<file path="config.mk">
export PLATFORM = sky130hd
export DESIGN_NAME = ext_sram_target_flat
export DESIGN_NICKNAME = d
export VERILOG_FILES = /design/src/rtl/ext_sram_target_if.sv /design/src/rtl/ext_sram_target.sv /design/src/flat_wrapper.sv
export SDC_FILE = /design/constraint.sdc
export NUM_CORES = 1
export LEC_CHECK = 0
export BUFFER_PORTS_ARGS = -buffer_cell sky130_fd_sc_hd__clkbuf_2
export CORE_MARGIN = 10
export CORE_UTILIZATION = 46
export CTS_CLUSTER_DIAMETER = 80
export CTS_CLUSTER_SIZE = 10
export DETAILED_ROUTE_END_ITERATION = 8
export PLACE_DENSITY_LB_ADDON = 0.05
export SYNTH_ARGS = -nofsm -noshare
export SYNTH_HDL_FRONTEND = slang
export SYNTH_SLANG_ARGS = --single-unit
</file>
<file path="constraint.sdc">
create_clock -name clk_i -period 2.5 [get_ports clk_i]
set_clock_uncertainty 0.2 [all_clocks]
set_input_delay 0.25 -clock clk_i [delete_from_list [all_inputs] [get_ports clk_i]]
set_output_delay 0.25 -clock clk_i [all_outputs]
set_load 0.1 [all_outputs]
</file>
<file path="src/rtl/ext_sram_target_if.sv">
// Byte-wide host bus of the external SRAM target: one-cycle read/write strobes
// qualified by a byte address, and the registered read byte returned by the target.
interface ext_sram_target_if;
  logic [31:0] ext_sram_addr_i;
  logic        ext_sram_read_i;
  logic        ext_sram_write_i;
  logic [7:0]  ext_sram_wdata_i;
  logic [7:0]  ext_sram_rdata_o;

  modport master (
    output ext_sram_addr_i, ext_sram_read_i, ext_sram_write_i, ext_sram_wdata_i,
    input  ext_sram_rdata_o
  );

  modport slave (
    input  ext_sram_addr_i, ext_sram_read_i, ext_sram_write_i, ext_sram_wdata_i,
    output ext_sram_rdata_o
  );
endinterface

</file>
<file path="src/rtl/ext_sram_target.sv">
// Byte-bus to 32-bit SRAM macro bridge with a one-word write-combining buffer,
// idle/forced write-back and a two-cycle read pipeline that bypasses buffered bytes.
module ext_sram_target #(
  parameter logic [31:0] BASE_ADDR  = 32'h0000_0000,
  parameter int          WORDS_LOG2 = 10,
  parameter int          IDLE_FLUSH = 4
) (
  input  logic                  clk_i,
  input  logic                  rst_ni,
  ext_sram_target_if.slave      bus,
  output logic                  mem_req_o,
  output logic                  mem_we_o,
  output logic [3:0]            mem_be_o,
  output logic [WORDS_LOG2-1:0] mem_addr_o,
  output logic [31:0]           mem_wdata_o,
  input  logic [31:0]           mem_rdata_i,
  input  logic                  flush_req_i,
  output logic                  flush_done_o,
  output logic                  dirty_o,
  output logic                  err_o
);

  localparam int                CNT_W     = $clog2(IDLE_FLUSH + 1) + 1;
  localparam logic [CNT_W-1:0]  IDLE_LAST = (IDLE_FLUSH > 0) ? CNT_W'(IDLE_FLUSH - 1) : '0;
  localparam logic [32:0]       WIN_BYTES = 33'd4 << WORDS_LOG2;

  typedef enum logic [1:0] {CLEAN, DIRTY, FLUSH_PEND} state_t;

  state_t                state;
  logic [31:0]           buf_data;
  logic [WORDS_LOG2-1:0] buf_tag;
  logic [3:0]            buf_mask;
  logic [CNT_W-1:0]      idle_cnt;

  logic                  rd_pend;
  logic                  rd_oob;
  logic                  rd_hit;
  logic [1:0]            rd_lane;
  logic [7:0]            rd_byte;
  logic [7:0]            rdata_q;
  logic                  flush_done_q;
  logic                  err_q;

  logic [31:0]           offset;
  logic                  in_win;
  logic [WORDS_LOG2-1:0] word;
  logic [1:0]            lane;
  logic [3:0]            lane_bit;
  logic                  rd;
  logic                  wr;
  logic                  wr_ok;
  logic                  dirty;
  logic                  timeout;
  logic                  wb;
  logic [31:0]           mask_bits;

  assign offset    = bus.ext_sram_addr_i - BASE_ADDR;
  assign in_win    = {1'b0, offset} < WIN_BYTES;
  assign word      = offset[WORDS_LOG2+1:2];
  assign lane      = offset[1:0];
  assign lane_bit  = 4'b0001 << lane;
  assign rd        = rst_ni & bus.ext_sram_read_i;
  assign wr        = rst_ni & bus.ext_sram_write_i;
  assign wr_ok     = wr & ~rd & in_win;
  assign dirty     = |buf_mask;
  assign timeout   = dirty & ~rd & ~wr & (idle_cnt >= IDLE_LAST);
  // Any write-back trigger is honoured only in a cycle without a read strobe.
  assign wb        = dirty & ~rd &
                     (flush_req_i | (state == FLUSH_PEND) | timeout | (wr_ok & (word != buf_tag)));
  assign mask_bits = {{8{buf_mask[3]}}, {8{buf_mask[2]}}, {8{buf_mask[1]}}, {8{buf_mask[0]}}};

  always_comb begin
    mem_req_o   = 1'b0;
    mem_we_o    = 1'b0;
    mem_be_o    = 4'b0000;
    mem_addr_o  = '0;
    mem_wdata_o = 32'h0;
    if (rd && in_win) begin
      mem_req_o  = 1'b1;
      mem_be_o   = 4'hF;
      mem_addr_o = word;
    end else if (wb) begin
      mem_req_o   = 1'b1;
      mem_we_o    = 1'b1;
      mem_be_o    = buf_mask;
      mem_addr_o  = buf_tag;
      mem_wdata_o = buf_data & mask_bits;
    end
  end

  always_ff @(posedge clk_i or negedge rst_ni) begin
    if (!rst_ni) begin
      state    <= CLEAN;
      buf_data <= 32'h0;
      buf_tag  <= '0;
      buf_mask <= 4'b0000;
      idle_cnt <= '0;
    end else begin
      if (wb) begin
        // A write that triggered the write-back restarts the buffer with only its byte.
        buf_mask <= wr_ok ? lane_bit : 4'b0000;
        buf_data <= wr_ok ? ({24'h0, bus.ext_sram_wdata_i} << {lane, 3'b000}) : 32'h0;
        if (wr_ok) buf_tag <= word;
        state    <= wr_ok ? DIRTY : CLEAN;
      end else if (wr_ok) begin
        buf_data[{lane, 3'b000} +: 8] <= bus.ext_sram_wdata_i;
        buf_mask <= buf_mask | lane_bit;
        buf_tag  <= word;
        state    <= DIRTY;
      end else if (dirty && rd && flush_req_i) begin
        state <= FLUSH_PEND;
      end

      if (rd || wr || wb || !dirty) idle_cnt <= '0;
      else if (idle_cnt != '1)      idle_cnt <= idle_cnt + 1'b1;
    end
  end

  always_ff @(posedge clk_i or negedge rst_ni) begin
    if (!rst_ni) begin
      rd_pend      <= 1'b0;
      rd_oob       <= 1'b0;
      rd_hit       <= 1'b0;
      rd_lane      <= 2'b00;
      rd_byte      <= 8'h00;
      rdata_q      <= 8'h00;
      flush_done_q <= 1'b0;
      err_q        <= 1'b0;
    end else begin
      rd_pend <= rd;
      rd_oob  <= ~in_win;
      rd_lane <= lane;
      rd_hit  <= in_win & buf_mask[lane] & (buf_tag == word);
      rd_byte <= buf_data[{lane, 3'b000} +: 8];
      if (rd_pend) begin
        if (rd_oob)      rdata_q <= 8'h00;
        else if (rd_hit) rdata_q <= rd_byte;
        else             rdata_q <= mem_rdata_i[{rd_lane, 3'b000} +: 8];
      end
      flush_done_q <= wb | (flush_req_i & ~dirty);
      err_q        <= err_q | ((rd | wr) & ~in_win) | (rd & wr);
    end
  end

  assign bus.ext_sram_rdata_o = rdata_q;
  assign flush_done_o         = flush_done_q;
  assign dirty_o              = dirty;
  assign err_o                = err_q;

endmodule

</file>
<file path="src/flat_wrapper.sv">
// flat-port wrapper written by rule: the top's interface ports become plain ports
module ext_sram_target_flat 
#(
  parameter logic [31:0] BASE_ADDR  = 32'h0000_0000,
  parameter int          WORDS_LOG2 = 10,
  parameter int          IDLE_FLUSH = 4
)
  (clk_i, rst_ni, mem_req_o, mem_we_o, mem_be_o, mem_addr_o, mem_wdata_o, mem_rdata_i, flush_req_i, flush_done_o, dirty_o, err_o, bus_ext_sram_addr_i, bus_ext_sram_read_i, bus_ext_sram_write_i, bus_ext_sram_wdata_i, bus_ext_sram_rdata_o);
  ext_sram_target_if bus_i ();
  input  logic clk_i;
  input  logic rst_ni;
  output logic mem_req_o;
  output logic mem_we_o;
  output logic [3:0] mem_be_o;
  output logic [WORDS_LOG2-1:0] mem_addr_o;
  output logic [31:0] mem_wdata_o;
  input  logic [31:0] mem_rdata_i;
  input  logic flush_req_i;
  output logic flush_done_o;
  output logic dirty_o;
  output logic err_o;
  input wire logic [$bits(bus_i.ext_sram_addr_i)-1:0] bus_ext_sram_addr_i;
  input wire logic [$bits(bus_i.ext_sram_read_i)-1:0] bus_ext_sram_read_i;
  input wire logic [$bits(bus_i.ext_sram_write_i)-1:0] bus_ext_sram_write_i;
  input wire logic [$bits(bus_i.ext_sram_wdata_i)-1:0] bus_ext_sram_wdata_i;
  output wire logic [$bits(bus_i.ext_sram_rdata_o)-1:0] bus_ext_sram_rdata_o;
  assign bus_i.ext_sram_addr_i = bus_ext_sram_addr_i;
  assign bus_i.ext_sram_read_i = bus_ext_sram_read_i;
  assign bus_i.ext_sram_write_i = bus_ext_sram_write_i;
  assign bus_i.ext_sram_wdata_i = bus_ext_sram_wdata_i;
  assign bus_ext_sram_rdata_o = bus_i.ext_sram_rdata_o;
  ext_sram_target #(.BASE_ADDR(BASE_ADDR), .WORDS_LOG2(WORDS_LOG2), .IDLE_FLUSH(IDLE_FLUSH)) u_core (.clk_i(clk_i), .rst_ni(rst_ni), .bus(bus_i), .mem_req_o(mem_req_o), .mem_we_o(mem_we_o), .mem_be_o(mem_be_o), .mem_addr_o(mem_addr_o), .mem_wdata_o(mem_wdata_o), .mem_rdata_i(mem_rdata_i), .flush_req_i(flush_req_i), .flush_done_o(flush_done_o), .dirty_o(dirty_o), .err_o(err_o));
endmodule
</file>
==> flow_metrics.env, run 1 <==
export IMPL_status="complete, but fails checks"
export IMPL_failed_checks="negative setup slack"
export IMPL_die_y_um=113
export IMPL_ff2ff_setup_slack_ns=-0.46
export IMPL_worstMarginPinSlew_ns=0.552
export IMPL_wirelength_um=12800
export IMPL_ys_ff_latch=75
export IMPL_numCtsBuffers=9
export IMPL_drive_gt1_share_pct=56.2
export IMPL_start_util_pct=47.7
export IMPL_path_clk_slew_ns=0.08
export IMPL_placed_cell_area_um2=5920
export IMPL_timing_rr_end="u_core.buf_data[21]"
export IMPL_std_cell_rows=33
export IMPL_synth_cell_types=44
export IMPL_mostFrequentLayoutCell="clkbuf_2"
export IMPL_grtUsageTotal_pct=19.7
export IMPL_relSlewSlack_pct=63.2
export IMPL_layout_common_cells="clkbuf_2, dfrtp_1, buf_12, buf_4, and3_4"
export IMPL_dieArea_um2=12700
export IMPL_first_iter_violations=232
export IMPL_clock_path_buffers=2
export IMPL_synth_area_um2=3960
export IMPL_io_pins=136
export IMPL_ctsHtreeMaxLevel=3
export IMPL_leakagePower_nw=3.06
export IMPL_cts_tree="built"
export IMPL_swShare_pct=30.4
export IMPL_yosys_area_share_simple_pct=11.9
export IMPL_wire_per_inst_um=20.9
export IMPL_startpoint="u_core.idle_cnt[0]"
export IMPL_pwr_share_clk_pct=34.9
export IMPL_p_comb_share_pct=29.2
export IMPL_ys_seq_area_share_pct=47.4
export IMPL_holdCritPathClass="input pin to register"
export IMPL_viasPerCell=5.84
export IMPL_final_cell_count_no_fill=612
export IMPL_dp_cells=570
export IMPL_area_growth_pct=65.5
export IMPL_antenna_found_initial=0
export IMPL_p_int_mw=2.45
export IMPL_min_path_cells=3
export IMPL_synth_top_family_by_area="multiplexers"
export IMPL_cap_violations=0
export IMPL_fin_ws_ns=-0.526
export IMPL_reg2reg_from="u_core.idle_cnt[0]"
export IMPL_cp_start_kind="register"
export IMPL_yosys_mux_area_fraction_pct=16.2
export IMPL_rsz0062_at_grt="true"
export IMPL_cp_end_kind="output port"
export IMPL_grt_first_pass_wirelength_um=20400
export IMPL_syn_inst=318
export IMPL_port_buffers=135
export IMPL_power_density_nw_per_um2=537
export IMPL_clock_root_buffer="clkbuf_8"
export IMPL_clk_latency_ns=0.35
export IMPL_grt_ovfl_total=0
export IMPL_grt_pass1_vias=3845
export IMPL_nNetsFinal=585
export IMPL_switchingPower_mw=1.07
export IMPL_cts_sinks=75
export IMPL_cp_max_fo=17
export IMPL_min_period_over_period_pct=121
export IMPL_core_area_um2=8300
export IMPL_fillers=501
export IMPL_hold_start="rst_ni"
export IMPL_reg2regPathDepth=12
export IMPL_num_antenna_cells=0
export IMPL_worstPathRequired_ns=2.05
export IMPL_grt_max_degree=45
export IMPL_min_to="u_core.rd_pend"
export IMPL_synth_warnings=0
export IMPL_synth_edf_count=0
export IMPL_ant_nets=0
export IMPL_hold_violations=0
export IMPL_maxSlewViolCount=0
export IMPL_max_freq_ghz=0.330
export IMPL_peakVddDrop_mv=0.333
export IMPL_regArea_um2=1880
export IMPL_drt_pass1_iter_count=5
export IMPL_async_flop_share_pct=100
export IMPL_synthAdderAreaFrac_pct=1.83
export IMPL_synth_top_flop_cell="dfrtp_1"
export IMPL_finalSetupViolations=81
export IMPL_arrival_ns=2.58
export IMPL_synth_xor_area_share_pct=2.43
export IMPL_synth_compound_area_share_pct=15.3
export IMPL_drc_errors=0
export IMPL_seq_power_share_pct=36.0
export IMPL_syn_avg_cell_area_um2=12.4
export IMPL_design_area_um2=6550
export IMPL_dieWidth_um=113
export IMPL_multiInputGateArea_um2=2220
export IMPL_vias=3577
export IMPL_place_gp_congestion=0.872
export IMPL_setup_worst_path_class="register to output port"
export IMPL_fin_crit_ns=3.03
export IMPL_dp_hpwl_um=9230
## Yosys cell counts, types with 2 or more instances
cell      number  area share (%)
a32o_1        24             6.1
clkbuf_1      10            0.95
nand3_1        4            0.51
a21o_1         4            0.76
nor4_4         2             1.1
o21ai_1        3            0.38
nor3b_1        2            0.38
mux2i_1        9             2.3
o22ai_1       11             1.7
nor2_1         4            0.38
a22o_1        19             4.2
mux2_1         2            0.57
inv_1         14             1.3
xor2_1         8             1.8
dfrtp_1       75              47
ha_1           5             1.6
buf_1          4            0.38
nor4_1         7             1.1
o21ai_0        4            0.51
nand2_1        9            0.85
nor2b_1        2            0.32
mux4_2        17             9.7
mux2_2        11             3.1
nand4_1        2            0.32
inv_2          3            0.28
nand2b_1       2            0.32
and3_1        36             5.7
xnor2_1        3            0.66
buf_6          4             1.1
buf_2          4            0.51
## critical path, stage by stage, from the launching register on
cell,delay [ns]
dfrtp_1,0.41
ha_1,0.21
or3_1,0.38
a311oi_4,0.27
inv_2,0.07
a21o_1,0.18
nand2_2,0.10
inv_4,0.07
clkbuf_16,0.18
and3_4,0.20
buf_12,0.16
## metal layers
layer	up-vias	track usage, %	wire, um
met1	1789	24.0	4950
li1	1602	-	-
met2	169	33.0	6470
met5	-	0	0
met3	17	6.71	1210
met4	0	4.31	165
## kinds of logic after synthesis
| group | count (synthesis) |
|---|---|
| flops | 75 |
| simple gates | 75 |
| compound gates | 70 |
| mux | 40 |
| buf+inv | 40 |
| xor+xnor | 11 |
| fa+ha+maj | 6 |
| other cells | 1 |
## stage by stage
step | power, mW | setup TNS (ns) | util [%] | hold slack (ns) | setup slack, ns
2_1_floorplan | 1.84 | -6.69 | - | -0.246 | -0.256
3_3_place_gp | 2.12 | -9.55 | 71.3 | 0.120 | -0.181
3_5_place_dp | 2.14 | -12.63 | 71.3 | 0.125 | -0.226
4_1_cts | 3.43 | -34.23 | 77.5 | 0.00826 | -0.507
5_1_grt | 3.65 | -46.65 | 78.9 | 0.0344 | -0.652
6_report | 3.52 | -36.86 | 78.9 | 0.0214 | -0.526
## power by group through the flow
stage	clock network, mW	registers [mW]	logic (mW)
2_1_floorplan	0	1.32	0.518
3_3_place_gp	0	1.29	0.839
3_5_place_dp	0	1.29	0.851
4_1_cts	1.23	1.26	0.929
5_1_grt	1.29	1.27	1.09
6_report	1.23	1.26	1.03
## worst max-delay path by stage
stage                      end  slack [ns]  cells past startpoint
6_report        mem_wdata_o[9]       -0.53                     10
3_3_place_gp     mem_addr_o[4]       -0.18                     10
3_5_place_dp     mem_addr_o[8]       -0.23                     10
2_1_floorplan  mem_wdata_o[26]       -0.26                     10
4_1_cts         mem_wdata_o[5]       -0.51                     10
5_1_grt          mem_addr_o[8]       -0.65                     10
## what timing repair did
action | CTS | global route
cloned | 0 | 1
gates resized for setup | 13 | 16
hold buffers | 17 | 0
setup buffers | 6 | 6
setup endpoints to repair | 80 | 80
pin swaps | 7 | 7
endpoints found under the hold margin | 113 | 0
## layout make-up
type / instances / share of cell area [%]
clock buffers: 9 / 1.89
inverters: 17 / 1.22
repair buffers: 196 / 30.3
well taps: 105 / 2.01
clock inverters: 6 / 2.10
flip-flops and latches: 75 / 28.7
multi-input cells: 204 / 33.9
## registers in the layout (all words and copies together) (netlist names)
register and count:
u_core.err_o 1, u_core.rd_lane 2, u_core.state 2, u_core.buf_tag 10, u_core.buf_mask 4, u_core.idle_cnt 4
u_core.buf_data 32, u_core.rd_hit 1, u_core.bus.ext_sram_rdata_o 8, u_core.rd_byte 8, u_core.rd_oob 1, u_core.rd_pend 1
u_core.flush_done_o 1
Note: power is estimated with default switching activity, not from simulation.
==> run 2: changes to the inputs <==
--- a/config.mk
+++ b/config.mk
@@ -6,7 +6,7 @@
 export NUM_CORES = 1
 export LEC_CHECK = 0
 export BUFFER_PORTS_ARGS = -buffer_cell sky130_fd_sc_hd__clkbuf_2
-export CORE_MARGIN = 10
+export CORE_MARGIN = 2
 export CORE_UTILIZATION = 46
 export CTS_CLUSTER_DIAMETER = 80
 export CTS_CLUSTER_SIZE = 10
==> run 2 against run 1 <==
  * The flow still finishes with violations (negative setup slack)
  * Hold slack worse by 0.0096 ns
  * Final cell count is 0.65% higher
  * Global-route usage is 5.9 points higher
  * Routed wire length is 6.8% lower
  * Total power is 5.9% lower
  * Core utilization is 0.59 points higher
  * Count of clock-buffer cells in the layout is 1 higher
  * Via count is 0.22% lower
  * Flip-flop and latch count stayed put
  * Critical path type unchanged
  * Largest cell class unchanged
  * Largest power group unchanged
  * Highest routed layer unchanged
==> flow_metrics.env, run 2 (synthesis results as in run 1) <==
export IMPL_ant_nets=0
export IMPL_area_growth_pct=65.9
export IMPL_path_cells="ha_2 -> or3_4 -> a311oi_4 -> inv_2 -> a21o_1 -> nand2_2 -> inv_4 -> clkbuf_16 -> a21o_4 -> buf_12"
export IMPL_min_to="u_core.flush_done_o"
export IMPL_worst_path_buf_inv=4
export IMPL_dp_hpwl_um=8140
export IMPL_fin_ws_ns=-0.499
export IMPL_std_cell_rows=33
export IMPL_first_iter_violations=209
export IMPL_finalSetupViolations=81
export IMPL_largest_reg_flops=32
export IMPL_grt_ovfl_total=0
export IMPL_power_density_nw_per_um2=504
export IMPL_num_antenna_cells=0
export IMPL_viasPerCell=5.79
export IMPL_place_gp_congestion=0.793
export IMPL_start_util_pct=47.9
export IMPL_cp_max_fo=10
export IMPL_grt_first_pass_wirelength_um=19200
export IMPL_status="complete, but fails checks"
export IMPL_relSlewSlack_pct=63.8
export IMPL_min_period_over_period_pct=120
export IMPL_drive_gt1_share_pct=56.6
export IMPL_holdCritPathClass="input pin to register"
export IMPL_final_cell_count_no_fill=616
export IMPL_timing_rr_end="u_core.buf_data[3]"
export IMPL_largest_register="u_core.buf_data"
export IMPL_grt_max_degree=41
export IMPL_port_buffers=135
export IMPL_peakVddDrop_mv=0.322
export IMPL_cp_top_family="compound AO/OA/AOI/OAI gates"
export IMPL_dieArea_um2=9360
export IMPL_grtUsageTotal_pct=25.6
export IMPL_clock_path_buffers=2
export IMPL_grt_pass1_vias=3781
export IMPL_reg2regPathDepth=9
export IMPL_setup_worst_path_class="register to output port"
export IMPL_wire_per_inst_um=19.4
export IMPL_core_area_um2=8260
export IMPL_wirelength_um=11900
export IMPL_reg_top3="u_core.buf_data x32, u_core.buf_tag x10"
export IMPL_dp_cells=569
export IMPL_leakagePower_nw=3.05
export IMPL_critPathSlowestCell="dfrtp_1"
export IMPL_hold_start="flush_req_i"
export IMPL_nNetsFinal=588
export IMPL_maxSlewViolCount=0
export IMPL_cp_start_kind="register"
export IMPL_mostFrequentLayoutCell="clkbuf_2"
export IMPL_failed_checks="negative setup slack"
export IMPL_clk_latency_ns=0.34
export IMPL_worstMarginPinSlew_ns=0.545
export IMPL_layout_common_cells="clkbuf_2, dfrtp_1, buf_12, buf_4, and3_4"
export IMPL_io_pins=136
export IMPL_ctsHtreeMaxLevel=3
export IMPL_clock_root_buffer="clkbuf_8"
export IMPL_vias=3569
export IMPL_die_y_um=96.8
export IMPL_rsz0062_at_grt="true"
export IMPL_cap_violations=0
export IMPL_path_clk_slew_ns=0.08
export IMPL_drt_pass1_iter_count=4
export IMPL_hold_violations=0
export IMPL_drc_errors=0
export IMPL_hold_worst_slack_ns=0.0118
export IMPL_worstPathRequired_ns=2.05
export IMPL_max_freq_ghz=0.333
export IMPL_cp_end_kind="output port"
export IMPL_dieWidth_um=96.8
export IMPL_reg2reg_from="u_core.idle_cnt[1]"
export IMPL_arrival_ns=2.55
export IMPL_antenna_found_initial=0
export IMPL_cts_tree="built"
export IMPL_critical_path_max_stage_delay_ns=0.39
export IMPL_fin_crit_ns=3.00
export IMPL_ff2ff_setup_slack_ns=-0.23
export IMPL_numCtsBuffers=9
export IMPL_cts_sinks=75
export IMPL_min_path_cells=3
-- run 2: changes by cell type in the layout (fill, tap and decap cells not counted), sizes merged --
cell / previous run / this run
buf: 92 / 95
bufinv: 5 / 2
clkbuf: 96 / 98
clkinvlp: 0 / 2
dlygate4sd3: 17 / 16
inv: 17 / 18
-- run 2: power by group --
part	switching [mW]	internal, mW	total [mW]
combinational	0.591	0.485	1.08
clock	0.472	0.497	0.969
sequential	0.0248	1.24	1.26
-- run 2: worst reg2reg max path, stage by stage (launching register included) --
cell      delay (ns)
dfrtp_1         0.39
ha_2            0.19
or3_4           0.35
a311oi_4        0.33
inv_2           0.07
buf_4           0.13
buf_6           0.11
o21ai_4         0.21
mux2_4          0.40
a32o_1          0.23
-- run 2: per-layer routing --
layer  up-vias  GRT usage, %  wire [um]
li1       1613             -          -
met1      1750          33.9       4830
met3        18          6.00       1010
met5         -             0          0
met4         0          7.37        227
met2       188          42.4       5870
-- run 2: how the worst max path moves through the flow --
| stage | depth (start not counted) | to | start |
|---|---|---|---|
| floorplan | 10 | mem_wdata_o[26] | u_core.buf_mask[2] |
| global placement | 10 | mem_wdata_o[27] | u_core.idle_cnt[0] |
| detailed placement | 10 | mem_wdata_o[4] | u_core.idle_cnt[0] |
| CTS | 10 | mem_addr_o[9] | u_core.buf_mask[1] |
| global route | 10 | mem_be_o[1] | u_core.idle_cnt[1] |
| finish | 10 | mem_be_o[1] | u_core.idle_cnt[1] |
-- run 2: area by class of cell --
| cell class | instances | area (um2) |
|---|---|---|
| repair buffers | 199 | 2050 |
| flip-flops and latches | 75 | 1880 |
| multi-input cells | 204 | 2220 |
| well taps | 105 | 131 |
| fillers | 525 | 1690 |
| inverters | 17 | 80.1 |
| clock inverters | 6 | 71.3 |
| clock buffers | 10 | 138 |
-- run 2: per-stage QoR --
step	util [%]	worst slack (ns)	power, mW	cell area [um2]	setup TNS (ns)
after CTS	77.8	-0.534	3.20	6420	-30.60
after global routing	79.5	-0.588	3.42	6570	-34.99
after global placement	71.9	-0.168	2.14	5940	-9.95
final	79.5	-0.499	3.31	6570	-28.86
after detailed placement	71.9	-0.217	2.16	5940	-13.03
after floorplan	-	-0.256	1.84	4250	-6.69
-- run 2: timing repair --
action                                  CTS  global route
endpoints found under the setup margin   82            82
gates cloned                              0             3
hold buffers                             16             0
hold endpoints to repair                109             0
pin swaps                                22             5
resized for setup                        20             9
setup buffers                             6             8
==> run 3: changes to the inputs <==
--- a/config.mk
+++ b/config.mk
@@ -6,8 +6,10 @@
 export NUM_CORES = 1
 export LEC_CHECK = 0
 export BUFFER_PORTS_ARGS = -buffer_cell sky130_fd_sc_hd__clkbuf_2
+export CELL_PAD_IN_SITES_DETAIL_PLACEMENT = 2
+export CELL_PAD_IN_SITES_GLOBAL_PLACEMENT = 2
 export CORE_MARGIN = 2
-export CORE_UTILIZATION = 46
+export CORE_UTILIZATION = 29
 export CTS_CLUSTER_DIAMETER = 80
 export CTS_CLUSTER_SIZE = 10
 export DETAILED_ROUTE_END_ITERATION = 8
==> run 3 against run 2 <==
  * The flow still finishes with violations (negative setup slack)
  * Clock power up 56%
  * Fmax down 2.8%
  * Non-clock buffer count is 6 lower
  * Sequential share of layout area shrank 0.72 points
  * Global-route usage fell by 4.0 points
  * Critical path type unchanged
==> flow_metrics.env, run 3 (synthesis results as in run 1) <==
export IMPL_status="complete, but fails checks"
export IMPL_failed_checks="negative setup slack"
export IMPL_relSlewSlack_pct=47.9
export IMPL_place_gp_congestion=0.807
export IMPL_design_area_um2=6740
export IMPL_grt_pass1_vias=4079
export IMPL_first_iter_violations=128
export IMPL_ant_nets=0
export IMPL_wirelength_um=15400
export IMPL_cap_violations=0
export IMPL_maxSlewViolCount=0
export IMPL_grtUsageTotal_pct=21.6
export IMPL_placed_cell_area_um2=6090
export IMPL_path_clk_slew_ns=0.06
export IMPL_layout_common_cells="clkbuf_2, dfrtp_1, buf_12, buf_4, and3_4"
export IMPL_core_area_um2=13300
export IMPL_fin_ws_ns=-0.587
export IMPL_grt_first_pass_wirelength_um=23800
export IMPL_die_y_um=121
export IMPL_start_util_pct=29.8
export IMPL_max_freq_ghz=0.324
export IMPL_tns_ns=-35.13
export IMPL_reg2reg_from="u_core.idle_cnt[0]"
export IMPL_antenna_found_initial=0
export IMPL_mostFrequentLayoutCell="clkbuf_2"
export IMPL_fin_crit_ns=3.09
export IMPL_port_buffers=135
export IMPL_startpoint="u_core.idle_cnt[0]"
export IMPL_min_period_over_period_pct=123
export IMPL_std_cell_rows=42
export IMPL_numCtsBuffers=9
export IMPL_cp_end_kind="output port"
export IMPL_dieWidth_um=121
export IMPL_wire_per_inst_um=22.6
export IMPL_largest_register="u_core.buf_data"
export IMPL_dp_cells=648
export IMPL_drt_pass1_iter_count=4
export IMPL_cts_sinks=75
export IMPL_leakagePower_nw=3.10
export IMPL_cp_start_kind="register"
export IMPL_io_pins=136
export IMPL_viasPerCell=5.30
export IMPL_num_antenna_cells=0
export IMPL_grt_ovfl_total=0
export IMPL_ff2ff_setup_slack_ns=-0.32
export IMPL_setup_worst_path_class="register to output port"
export IMPL_power_density_nw_per_um2=574
export IMPL_drc_errors=0
export IMPL_worstPathRequired_ns=2.05
export IMPL_cp_endpoint="mem_addr_o[6]"
export IMPL_reg_top3="u_core.buf_data x32, u_core.buf_tag x10"
export IMPL_worstMarginPinSlew_ns=0.782
export IMPL_peakVddDrop_mv=0.291
export IMPL_rsz0062_at_grt="true"
export IMPL_clk_latency_ns=0.34
export IMPL_reg2regPathDepth=9
export IMPL_dp_hpwl_um=10600
export IMPL_clock_path_buffers=2
export IMPL_final_cell_count_no_fill=681
export IMPL_arrival_ns=2.64
export IMPL_area_growth_pct=70.2
export IMPL_ctsHtreeMaxLevel=3
export IMPL_clock_root_buffer="clkbuf_16"
export IMPL_nNetsFinal=582
export IMPL_drive_gt1_share_pct=58.2
export IMPL_cp_max_fo=6
export IMPL_grt_max_degree=60
export IMPL_timing_rr_end="u_core.buf_data[4]"
export IMPL_finalSetupViolations=80
export IMPL_vias=3609
export IMPL_cts_tree="built"
export IMPL_dieArea_um2=14600
export IMPL_holdCritPathClass="input pin to register"
export IMPL_final_util_pct=50.7
export IMPL_largest_reg_flops=32
export IMPL_hold_violations=0
run 3: how the worst min path moves through the flow:
stage                            startpoint                  end  slack (ns)  cells after the start
global route        bus_ext_sram_wdata_i[7]  u_core.buf_data[15]       0.004                      2
CTS                 bus_ext_sram_wdata_i[7]  u_core.buf_data[15]       0.002                      2
finish              bus_ext_sram_wdata_i[7]  u_core.buf_data[15]       0.007                      2
detailed placement                   rst_ni         u_core.err_o       -0.15                      1
floorplan                            rst_ni   u_core.buf_data[0]       -0.25                      0
global placement                     rst_ni         u_core.err_o       -0.15                      1
run 3: metal layers:
metal  part of all wire, %  routed length [um]  track usage [%]
met5                     0                   0                0
met1                    42                6430             27.7
met4                  0.77                 119             4.36
met2                    52                7930             37.9
met3                   5.8                 884             4.25
run 3: cell type report:
| cell class | count | area, um2 |
|---|---|---|
| tap | 176 | 220 |
| inverter | 17 | 85.1 |
| clock buffer | 10 | 229 |
| sequential | 75 | 1880 |
| timing repair buffer | 193 | 1980 |
| clock inverter | 6 | 114 |
| fill | 1306 | 6560 |
| multi-input combinational | 204 | 2240 |
run 3: stage by stage:
stage | setup slack, ns | power [mW] | hold WS (ns)
global route | -0.655 | 4.01 | 0.00434
global placement | -0.203 | 2.17 | -0.148
detailed placement | -0.294 | 2.19 | -0.147
floorplan | -0.256 | 1.84 | -0.246
CTS | -0.572 | 3.81 | 0.00244
finish | -0.587 | 3.87 | 0.00731
run 3: worst max-delay path, stage by stage (launching register included):
cell and delay [ns]:
dfrtp_1 0.40, ha_2 0.20, or3_4 0.35, a311oi_4 0.36, inv_2 0.07, a21o_1 0.20
nand2_4 0.11, inv_8 0.06, clkbuf_16 0.16, a22o_4 0.22, buf_12 0.16
run 3: power by group:
group | internal [mW] | total, mW | switching (mW)
registers | 1.24 | 1.27 | 0.0280
logic | 0.464 | 1.09 | 0.622
clock network | 0.978 | 1.51 | 0.533
run 3: timing repair:
item | in CTS | in global routing
hold buffers | 7 | 0
pin swaps | 2 | 2
gates cloned | 1 | 1
setup endpoints to repair | 80 | 80
buffers inserted | 3 | 5
hold endpoints to repair | 87 | 0
gates resized for setup | 18 | 16
